===== src/rtl/serial_add16.sv =====
// Nibble-serial adder/subtractor: one 4-bit slice per cycle through a
// four-cell ripple adder, with valid/ready handshakes on both sides.
module serial_add16 #(
    parameter int unsigned NIBBLES = 4
) (
    input  logic                 clk,
    input  logic                 rst_n,
    input  logic                 in_valid,
    output logic                 in_ready,
    input  logic [4*NIBBLES-1:0] a,
    input  logic [4*NIBBLES-1:0] b,
    input  logic                 cin,
    input  logic                 sub,
    output logic                 out_valid,
    input  logic                 out_ready,
    output logic [4*NIBBLES-1:0] sum,
    output logic                 cf,
    output logic                 of,
    output logic                 zf
);

    localparam int unsigned W  = 4 * NIBBLES;
    localparam int unsigned IW = (NIBBLES > 1) ? $clog2(NIBBLES) : 1;

    typedef enum logic [1:0] {IDLE, RUN, DONE} state_t;

    state_t         state;
    logic [W-1:0]   a_r;
    logic [W-1:0]   b_r;
    logic           carry;
    logic [IW-1:0]  idx;

    logic [3:0]     na_c;
    logic [3:0]     nb_c;
    logic [3:0]     ns_c;
    logic [4:0]     c_c;
    logic [W-1:0]   sum_next_c;
    logic [IW+1:0]  shift_c;

    // Current nibble through a ripple of four full-adder cells, merged into the sum
    always_comb begin
        shift_c    = {idx, 2'b00};
        na_c       = 4'(a_r >> shift_c);
        nb_c       = 4'(b_r >> shift_c);
        c_c        = '0;
        ns_c       = '0;
        c_c[0]     = carry;
        for (int i = 0; i < 4; i++) begin
            ns_c[i]   = na_c[i] ^ nb_c[i] ^ c_c[i];
            c_c[i+1]  = (na_c[i] & nb_c[i]) | (c_c[i] & (na_c[i] ^ nb_c[i]));
        end
        sum_next_c = (sum & ~(W'(4'hF) << shift_c)) | (W'(ns_c) << shift_c);
    end

    always_ff @(posedge clk or negedge rst_n) begin
        if (!rst_n) begin
            state     <= IDLE;
            in_ready  <= 1'b1;
            out_valid <= 1'b0;
            a_r       <= '0;
            b_r       <= '0;
            carry     <= 1'b0;
            idx       <= '0;
            sum       <= '0;
            cf        <= 1'b0;
            of        <= 1'b0;
            zf        <= 1'b0;
        end else begin
            case (state)
                IDLE: begin
                    if (in_valid) begin
                        // Subtraction is a + ~b + 1, so the inversion and the +1 are folded in here
                        a_r      <= a;
                        b_r      <= sub ? ~b : b;
                        carry    <= sub ? 1'b1 : cin;
                        idx      <= '0;
                        in_ready <= 1'b0;
                        state    <= RUN;
                    end
                end
                RUN: begin
                    sum   <= sum_next_c;
                    carry <= c_c[4];
                    idx   <= idx + IW'(1);
                    if (idx == IW'(NIBBLES - 1)) begin
                        cf        <= c_c[4];
                        of        <= c_c[3] ^ c_c[4];
                        zf        <= (sum_next_c == '0);
                        out_valid <= 1'b1;
                        state     <= DONE;
                    end
                end
                DONE: begin
                    if (out_ready) begin
                        out_valid <= 1'b0;
                        in_ready  <= 1'b1;
                        state     <= IDLE;
                    end
                end
                default: begin
                    state     <= IDLE;
                    in_ready  <= 1'b1;
                    out_valid <= 1'b0;
                end
            endcase
        end
    end

endmodule


===== config.mk =====
export PLATFORM = sky130hd
export DESIGN_NAME = serial_add16
export DESIGN_NICKNAME = d
export VERILOG_FILES = /design/src/rtl/serial_add16.sv
export SDC_FILE = /design/constraint.sdc
export NUM_CORES = 1
export LEC_CHECK = 0
export BUFFER_PORTS_ARGS = -buffer_cell sky130_fd_sc_hd__buf_2
export CAP_MARGIN = 10
export CORE_AREA = 2 2 75 77
export CTS_CLUSTER_SIZE = 28
export DETAILED_ROUTE_END_ITERATION = 8
export DIE_AREA = 0 0 77 79
export MAX_ROUTING_LAYER = met4
export PLACE_DENSITY = 0.77
export SETUP_SLACK_MARGIN = 0.4
export SLEW_MARGIN = 20
export SYNTH_ARGS = -nofsm -noshare
export SYNTH_HDL_FRONTEND = slang
export SYNTH_SLANG_ARGS = --single-unit

===== constraint.sdc =====
create_clock -name clk -period 4.2 [get_ports clk]
set_input_delay 0.21 -clock clk [delete_from_list [all_inputs] [get_ports clk]]
set_output_delay 0.21 -clock clk [all_outputs]
set_load 0.005 [all_outputs]

==> flow_summary.ini, run 1 <==
[setup_path]
crit_top_cell = fa_1
worst_setup_path_end_kind = flip-flop
cp.arrival_ns = 3.66
cp_top_family = adder cells
cp_slowest_cell = dfrtp_1
crit_buf_inv = 3
cp_cell_sequence = mux4_2, inv_1, fa_1, inv_1, fa_1, inv_1, fa_1, fa_1, a31oi_1, a2111oi_0, a32o_1
slowest_delay_ns = 0.68
crit_type = reg -> reg
worstPathMaxFanout = 14
required_ns = 4.47
start_kind = flip-flop

[finish]
mostFrequentLayoutCell = nand2_1
multi_input_area_sq_um = 1190
nFillCells = 469
diodes = 0
nets = 369
mostFrequentLayoutCells = nand2_1 (61), buf_2 (58), dfrtp_1 (57), nor2_1 (25), a21oi_1 (18)
drive_gt1_share_pct = 26.3
ff_latch_area_sq_um = 1450
syn2layout_area_growth_pct = 19.0

[sta]
slew_headroom_pct = 52.6
fin_ws_ns = 0.810
rsz0062_at_grt = false
hold_viol = 0
worst_pin_slew_ns = 0.710
skew_ns = 0.00598
setup_violations = 0
max_freq_mhz = 295
min_period_ns = 3.39
fin_setup_tns_ns = 0
slew_viol_final = 0
min_period_over_period_pct = 80.7

[global_route]
grt_first_pass_wirelength_um = 9110
grt_usage_pct = 19.9
grt_start_max_net_pins = 59
grt_pass1_vias = 1996
grt_overflow = 0
antenna_found_initial = 0

[pwr]
vdd_drop_max_mv = 0.485
powerDensity_nw_per_um2 = 894
leakage_nw = 1.59

[floorplanning]
core_area_sq_um = 5340
die-height_um = 79
pin_count = 59
rows = 27
start_util_pct = 51.5
dieArea_sq_um = 6080
die_w_um = 77

[routing]
wl_met3_um = 335
avgViaCountPerCell = 5.24
wl_met2_um = 2580
post-route-drc-count = 0
drtIter0Drc = 94
top_layer_used = met4
drt-total-wl_um = 5460
antenna_left = 0
drt_first_pass_iters = 4
vias = 2089
wl_per_cell_um = 13.7
wl_met1_um = 2470

[placement]
dp_hpwl_um = 3910
detailedPlace.worstSlack_ns = 0.771
io_buffer_count = 58
gp_congestion = 0.848

[min_path]
hp-class = in -> async

[clocking]
postCtsSetupBuffers = 0
ctsHoldBuffers = 0
cts_buffers = 9
clockBufferDepth = 2
postCtsResizedCells = 0
cts_sinks = 58
cts_tree = built
worstSkewPairLatency_ns = 0.33
htree_num_levels = 3
clk_pin_slew_ns = 0.06
root_buffer = clkbuf_8

[logic_synthesis]
synth_cells = 264
yosysSeqAreaShare_pct = 52.8
synth_seq_cells = 58
synth_cell_types = 32
yosysWarnings = 0
syn-num-nets = 310
synth_area_sq_um = 2750
syn_avg_cell_area_sq_um = 10.4

[job]
cap_violations = 0

[outcome]
status = completed
-- cells in the mapped netlist --
cell	instances	area [sq um]
o21ai_0	7	35.0
xnor2_1	17	149
clkbuf_1	6	22.5
nor2b_1	2	12.5
buf_1	1	3.75
fa_1	4	80.1
a22o_1	9	78.8
dfrtp_1	57	1430
inv_1	12	45.0
nor4_1	2	12.5
buf_4	1	7.51
buf_2	6	30.0
a211oi_1	1	7.51
o22ai_1	1	6.26
o31ai_1	1	7.51
dfstp_2	1	26.3
nor3b_1	1	7.51
a32o_1	7	70.1
o211ai_1	2	15.0
mux4_2	8	180
nand2_1	61	229
nand2b_1	1	6.26
a2111oi_0	1	8.76
nor3_1	1	5.00
ha_1	4	50.1
nand4_1	1	6.26
nand3b_1	1	7.51
nand3_1	2	10.0
o22a_1	1	8.76
nor2_1	25	93.8
a31oi_1	2	12.5
a21oi_1	18	90.1
-- logic make-up (layout without fill, tap and decap cells) --
logic type	count (synthesis)	in the layout	share of synthesized area [%]
and+or+nand+nor	97	97	14.2
DFF	58	58	52.8
AOI/OAI and AO/OA	50	50	12.4
buffers and inverters	26	89	3.96
xor gates and xnor gates	17	17	5.41
adders and majority gates	8	8	4.73
muxes	8	8	6.55
-- report_power, final --
group	switching, mW	internal [mW]	total [mW]
Clock	0.207	0.240	0.446
Sequential	0.191	0.832	1.02
Combinational	0.796	0.662	1.46
-- worst paths after layout --
path,from,end,slack [ns],cells past startpoint
worst max-delay path,idx[0]$_DFFE_PN0P_,zf$_DFFE_PN0P_,0.81,11
worst min-delay path,rst_n,out_valid$_DFFE_PN0P_,0.000007,2
worst max register to register,idx[0]$_DFFE_PN0P_,zf$_DFFE_PN0P_,0.81,11
worst min register to register,a_r[15]$_DFFE_PN0P_,a_r[15]$_DFFE_PN0P_,0.47,2
max in group asynchronous,rst_n,b_r[14]$_DFFE_PN0P_,3.72,2
min in group clk,a[3],a_r[3]$_DFFE_PN0P_,0.06,3
-- sequential cells by signal (all words and copies together), names as in the netlist --
signal,cells
a_r,16
b_r,16
sum,16
idx,2
state,2
carry,1
cf,1
in_ready,1
of,1
out_valid,1
zf,1
-- area by class of cell --
type / count / share of cell area [%]
Sequential cell: 58 / 44.4
Inverter: 12 / 1.38
Clock inverter: 3 / 0.459
Tap cell: 72 / 2.75
Multi-Input combinational cell: 180 / 36.5
Clock buffer: 12 / 4.74
Timing Repair Buffer: 62 / 9.79
-- per-stage QoR --
step	util [%]	cell area, sq um	std cells	power (mW)	hold slack, ns
after global placement	58.1	3100	384	2.44	0.397
after global routing	61.3	3270	399	3.15	0.0676
final	61.3	3270	399	2.93	0.00000738
after floorplan	-	2750	264	2.08	-0.0856
after CTS	61.3	3270	399	2.95	0.0407
after detailed placement	58.1	3100	384	2.50	0.396
-- metal layers --
layer	up-vias	GRT usage, %
li1	1015	-
met1	1001	24.6
met2	65	31.8
met3	8	4.55
met4	0	9.11
met5	-	-
Note: power is estimated with default switching activity, not from simulation.
==> run 2, diff against run 1 <==
--- a/config.mk
+++ b/config.mk
@@ -7,12 +7,12 @@
 export LEC_CHECK = 0
 export BUFFER_PORTS_ARGS = -buffer_cell sky130_fd_sc_hd__buf_2
 export CAP_MARGIN = 10
-export CORE_AREA = 2 2 75 77
+export CORE_AREA = 2 2 78 80
 export CTS_CLUSTER_SIZE = 28
 export DETAILED_ROUTE_END_ITERATION = 8
-export DIE_AREA = 0 0 77 79
+export DIE_AREA = 0 0 80 82
 export MAX_ROUTING_LAYER = met4
-export PLACE_DENSITY = 0.77
+export PLACE_DENSITY = 0.75
 export SETUP_SLACK_MARGIN = 0.4
 export SLEW_MARGIN = 20
 export SYNTH_ARGS = -nofsm -noshare
==> constraint.sdc (replaced) <==
create_clock -name clk -period 2.75 [get_ports clk]
set_input_delay 0.1375 -clock clk [delete_from_list [all_inputs] [get_ports clk]]
set_output_delay 0.1375 -clock clk [all_outputs]
set_load 0.005 [all_outputs]
==> run 2 against run 1 <==
  * The run now ends with negative setup slack left
  * Count of clock-buffer cells in the layout decreased by 2
  * Hold slack improved by 0.018 ns
  * Final area is 9.4% higher
  * Fmax is 12% higher
  * Sequential power rose by 50%
  * Non-clock buffer count is 24 higher
  * Final cell count grew 7.0%
  * Die area rose by 7.8%
  * Core utilization is 1.0 points higher
  * First-iteration DRC count up 11%
  * Critical endpoint unchanged
  * Largest cell class unchanged
==> flow_summary.ini, run 2 (synthesized netlist as in run 1, its figures left out) <==
[floorplanning]
die_w_um = 80
dieArea_sq_um = 6560
pin_count = 59
rows = 28
core_area_sq_um = 5750
start_util_pct = 47.9
die-height_um = 82

[clocking]
worstSkewPairLatency_ns = 0.34
clk_pin_slew_ns = 0.07
clockBufferDepth = 2
cts_tree = built
root_buffer = clkbuf_8
cts_buffers = 9
htree_num_levels = 3
cts_sinks = 58

[outcome]
status = finished, violations left
failed_checks = negative setup slack

[min_path]
hp-class = in -> reg
min-delay-start = a[12]

[pwr]
leakage_nw = 1.72
powerDensity_nw_per_um2 = 1420
vdd_drop_max_mv = 0.735

[sta]
min_period_ns = 3.03
setup_violations = 5
worst_pin_slew_ns = 0.702
min_period_over_period_pct = 110
hold_viol = 0
fin_ws_ns = -0.282
skew_ns = 0.00793
slew_viol_final = 0
rsz0062_at_grt = true
slew_headroom_pct = 53.1
max_freq_mhz = 330
fin_setup_tns_ns = -1.11
whs_ns = 0.0177

[placement]
dp_hpwl_um = 4090
gp_congestion = 0.840
io_buffer_count = 58
place_area_sq_um = 3170

[setup_path]
startpoint = idx[0]$_DFFE_PN0P_
reg2reg_from = idx[0]$_DFFE_PN0P_
cp_top_family = adder cells
worst_setup_path_end_kind = flip-flop
crit_type = reg -> reg
cp_slowest_cell = fa_1
crit_buf_inv = 4
cp.arrival_ns = 3.31
start_kind = flip-flop
required_ns = 3.03
slowest_delay_ns = 0.53
cp_cell_sequence = mux4_2, inv_2, fa_2, inv_2, fa_2, inv_2, fa_2, fa_1, buf_4, o211ai_1, a211oi_1, a32o_1
worstPathMaxFanout = 4

[routing]
post-route-drc-count = 0
vias = 2166
antenna_left = 0
avgViaCountPerCell = 5.07
drtIter0Drc = 104
wl_per_cell_um = 14.0
drt_first_pass_iters = 4
drt-total-wl_um = 5960

[finish]
diodes = 0
drive_gt1_share_pct = 30.1
mostFrequentLayoutCell = nand2_1
reg_top3 = a_r x16, b_r x16, sum x16
fin_area_sq_um = 3580
nets = 393
mostFrequentLayoutCells = nand2_1 (61), buf_2 (58), dfrtp_1 (56), nor2_1 (24), a21oi_1 (18)
fin_util_pct = 62.3
syn2layout_area_growth_pct = 30.1

[global_route]
grt_first_pass_wirelength_um = 9720
grt_start_max_net_pins = 51
grt_overflow = 0
grt_pass1_vias = 2101
antenna_found_initial = 0
grt_usage_pct = 20.3

[job]
cap_violations = 0
## run 2: cell count changes in the layout (fill, tap and decap cells not counted), sizes merged
cell / previous run / this run
buf: 62 / 71
bufinv: 0 / 2
dlygate4sd3: 0 / 15
clkinv: 3 / 4
clkbuf: 12 / 10
## run 2: report_power, final
group	switching, mW	internal [mW]
logic	1.39	1.30
registers	0.261	1.27
clock network	0.342	0.528
total	1.99	3.10
## run 2: through the flow
step / power [mW] / setup slack (ns) / cells
CTS: 5.09 / -0.314 / 426
finish: 5.10 / -0.282 / 427
floorplan: 3.33 / -0.325 / 264
global placement: 4.01 / -0.263 / 394
detailed placement: 4.13 / -0.365 / 394
global route: 5.49 / -0.409 / 427
## run 2: area by class of cell
type / instances / area, sq um
Fill cell: 475 / 2160
Sequential cell: 58 / 1450
Multi-Input combinational cell: 180 / 1220
Timing Repair Buffer: 86 / 554
Clock buffer: 10 / 138
Tap cell: 75 / 93.8
Clock inverter: 6 / 80.1
Inverter: 12 / 45.0
## run 2: routing by layer
| layer | GRT usage (%) | wire length [um] | vias to the layer above |
|---|---|---|---|
| met1 | 26.5 | 2730 | 1034 |
| li1 | - | - | 1063 |
| met2 | 30.8 | 2870 | 57 |
| met3 | 3.74 | 243 | 12 |
| met4 | 10.0 | 121 | 0 |
| met5 | - | 0 | - |
## run 2: worst min-delay path: cells and delay by family
kind / cells / cell delay [ns]
AND/OR/NAND/NOR: 2 / 0.12
buffers and inverters: 1 / 0.07
## run 2: final timing paths
path / cells after the start / slack (ns) / endpoint
max in group asynchronous: 4 / 1.78 / sum[11]$_DFFE_PN0P_
min: 3 / 0.02 / a_r[12]$_DFFE_PN0P_
max reg2reg: 12 / -0.28 / zf$_DFFE_PN0P_
max: 12 / -0.28 / zf$_DFFE_PN0P_
min in group asynchronous: 2 / 0.23 / a_r[8]$_DFFE_PN0P_
min reg2reg: 2 / 0.48 / a_r[3]$_DFFE_PN0P_
## run 2: repair_timing
action,in CTS,in global routing
endpoints found under the setup margin,12,12
pin swaps,8,0
hold buffers,15,0
setup buffers,1,0
hold endpoints to repair,35,0
resized for setup,3,1
==> run 3, diff against run 2 <==
--- a/config.mk
+++ b/config.mk
@@ -7,12 +7,12 @@
 export LEC_CHECK = 0
 export BUFFER_PORTS_ARGS = -buffer_cell sky130_fd_sc_hd__buf_2
 export CAP_MARGIN = 10
-export CORE_AREA = 2 2 78 80
+export CORE_AREA = 2 2 75 77
 export CTS_CLUSTER_SIZE = 28
 export DETAILED_ROUTE_END_ITERATION = 8
-export DIE_AREA = 0 0 80 82
+export DIE_AREA = 0 0 77 79
 export MAX_ROUTING_LAYER = met4
-export PLACE_DENSITY = 0.75
+export PLACE_DENSITY = 0.77
 export SETUP_SLACK_MARGIN = 0.4
 export SLEW_MARGIN = 20
 export SYNTH_ARGS = -nofsm -noshare
==> constraint.sdc (replaced) <==
create_clock -name clk -period 3.1 [get_ports clk]
set_input_delay 0.155 -clock clk [delete_from_list [all_inputs] [get_ports clk]]
set_output_delay 0.155 -clock clk [all_outputs]
set_load 0.005 [all_outputs]
==> run 3 against run 2 <==
  * The run now ends clean
  * Sequential power shrank 11%
  * Die area down 7.3%
  * Fmax increased by 2.1%
  * Critical endpoint unchanged
==> flow_summary.ini, run 3 (synthesized netlist as in run 1, its figures left out) <==
[outcome]
status = completed

[min_path]
hold_depth = 3
min-delay-start = a[14]
hp-class = in -> reg
holdPathEnd = a_r[14]$_DFFE_PN0P_

[clocking]
clockBufferDepth = 2
htree_num_levels = 3
root_buffer = clkbuf_8
cts_sinks = 58
worstSkewPairLatency_ns = 0.33
cts_tree = built
clk_pin_slew_ns = 0.06
cts_buffers = 9

[setup_path]
reg2reg_depth = 11
cp.arrival_ns = 3.24
cp_slowest_cell = fa_1
crit_type = reg -> reg
worst_setup_path_end_kind = flip-flop
start_kind = flip-flop
r2r-end = zf$_DFFE_PN0P_
slowest_delay_ns = 0.54
crit_buf_inv = 3
reg2reg_from = idx[0]$_DFFE_PN0P_
required_ns = 3.37
worstPathMaxFanout = 5
reg2reg_slack_ns = 0.13
cp_cell_sequence = mux4_2, inv_2, fa_2, inv_2, fa_2, inv_2, fa_2, fa_1, a31oi_1, a2111oi_1, a32o_1
cp_top_family = adder cells

[sta]
hold_viol = 0
skew_ns = 0.00532
setup_violations = 0
min_period_ns = 2.97
min_period_over_period_pct = 95.8
worst_pin_slew_ns = 0.884
whs_ns = 0.0129
fin_setup_tns_ns = 0
slew_headroom_pct = 41.1
max_freq_mhz = 337
rsz0062_at_grt = true
slew_viol_final = 0

[finish]
multi_input_area_sq_um = 1210
syn2layout_area_growth_pct = 22.2
nets = 378
mostFrequentLayoutCell = nand2_1
ff_latch_area_sq_um = 1450
drive_gt1_share_pct = 30.3
nFillCells = 457
diodes = 0
mostFrequentLayoutCells = nand2_1 (61), buf_2 (58), dfrtp_1 (56), nor2_1 (23), a21oi_1 (18)
reg_top3 = a_r x16, b_r x16, sum x16

[global_route]
antenna_found_initial = 0
grt_first_pass_wirelength_um = 9360
grt_pass1_vias = 2036
grt_overflow = 0
grt_usage_pct = 20.4
grt_start_max_net_pins = 41

[floorplanning]
start_util_pct = 51.5
pin_count = 59
rows = 27
core_area_sq_um = 5340
dieArea_sq_um = 6080
die_w_um = 77
die-height_um = 79

[routing]
post-route-drc-count = 0
drtIter0Drc = 173
wl_per_cell_um = 13.6
antenna_left = 0
drt_first_pass_iters = 4
drt-total-wl_um = 5550
avgViaCountPerCell = 5.14
vias = 2102

[pwr]
p_seq_share_pct = 32.2
clkPwrFrac_pct = 13.9
leakage_nw = 1.62
comb_power_share_pct = 53.9
switchingPower_mw = 1.70
vdd_drop_max_mv = 0.569
swShare_pct = 40.2
p_int_mw = 2.53
powerDensity_nw_per_um2 = 1260

[placement]
dp_hpwl_um = 4050
gp_congestion = 0.789
io_buffer_count = 58

[job]
cap_violations = 0
## run 3: cell type report
type	count	area share, %
Timing Repair Buffer	71	11.8
Inverter	12	1.34
Sequential cell	58	43.2
Clock inverter	3	0.446
Multi-Input combinational cell	180	36.1
Tap cell	72	2.68
Clock buffer	13	4.43
## run 3: worst max-delay path by stage
stage | startpoint | to | slack (ns) | cells after the start
after floorplan | idx[0]$_DFFE_PN0P_ | zf$_DFFE_PN0P_ | 0.02 | 12
after global placement | idx[0]$_DFFE_PN0P_ | zf$_DFFE_PN0P_ | 0.07 | 11
after detailed placement | idx[0]$_DFFE_PN0P_ | zf$_DFFE_PN0P_ | 0.007 | 11
after CTS | idx[0]$_DFFE_PN0P_ | zf$_DFFE_PN0P_ | 0.08 | 11
after global routing | idx[0]$_DFFE_PN0P_ | zf$_DFFE_PN0P_ | 0.005 | 11
final | idx[0]$_DFFE_PN0P_ | zf$_DFFE_PN0P_ | 0.13 | 11
## run 3: repair_timing
item,in CTS,in global routing
endpoints found under the setup margin,10,9
gates resized for setup,7,1
endpoints found under the hold margin,39,0
setup buffers,2,0
hold buffers,2,0
pin swaps,8,2
## run 3: metrics by stage
step / setup WS (ns) / std cells / area, sq um / total power, mW / util, %
floorplan: 0.0248 / 264 / 2780 / 2.90 / -
CTS: 0.0791 / 409 / 3360 / 4.24 / 63.0
global placement: 0.0659 / 389 / 3150 / 3.40 / 59.0
finish: 0.130 / 409 / 3360 / 4.23 / 63.0
detailed placement: 0.00686 / 389 / 3150 / 3.49 / 59.0
global route: 0.00519 / 409 / 3360 / 4.59 / 63.0
## run 3: worst reg2reg max path: cells and delay by family, from the launching register on
family | cells | cell delay (ns)
AOI/OAI and AO/OA | 3 | 0.59
DFF | 1 | 0.44
muxes | 1 | 0.35
buffers and inverters | 3 | 0.14
adders and majority gates | 4 | 1.41
## run 3: power by group through the flow
stage	clock, mW	combinational [mW]	sequential [mW]
CTS	0.599	2.27	1.37
global placement	0	2.05	1.36
finish	0.588	2.28	1.36
detailed placement	0	2.12	1.37
global route	0.631	2.54	1.41
floorplan	0	1.59	1.32
## run 3: metal layers
metal | global-route usage (%) | vias up | share of wire [%]
met3 | 3.86 | 6 | 4.3
met5 | - | - | 0
met1 | 26.6 | 1008 | 45
met4 | 9.46 | 0 | 1.2
li1 | - | 1031 | -
met2 | 31.4 | 57 | 49
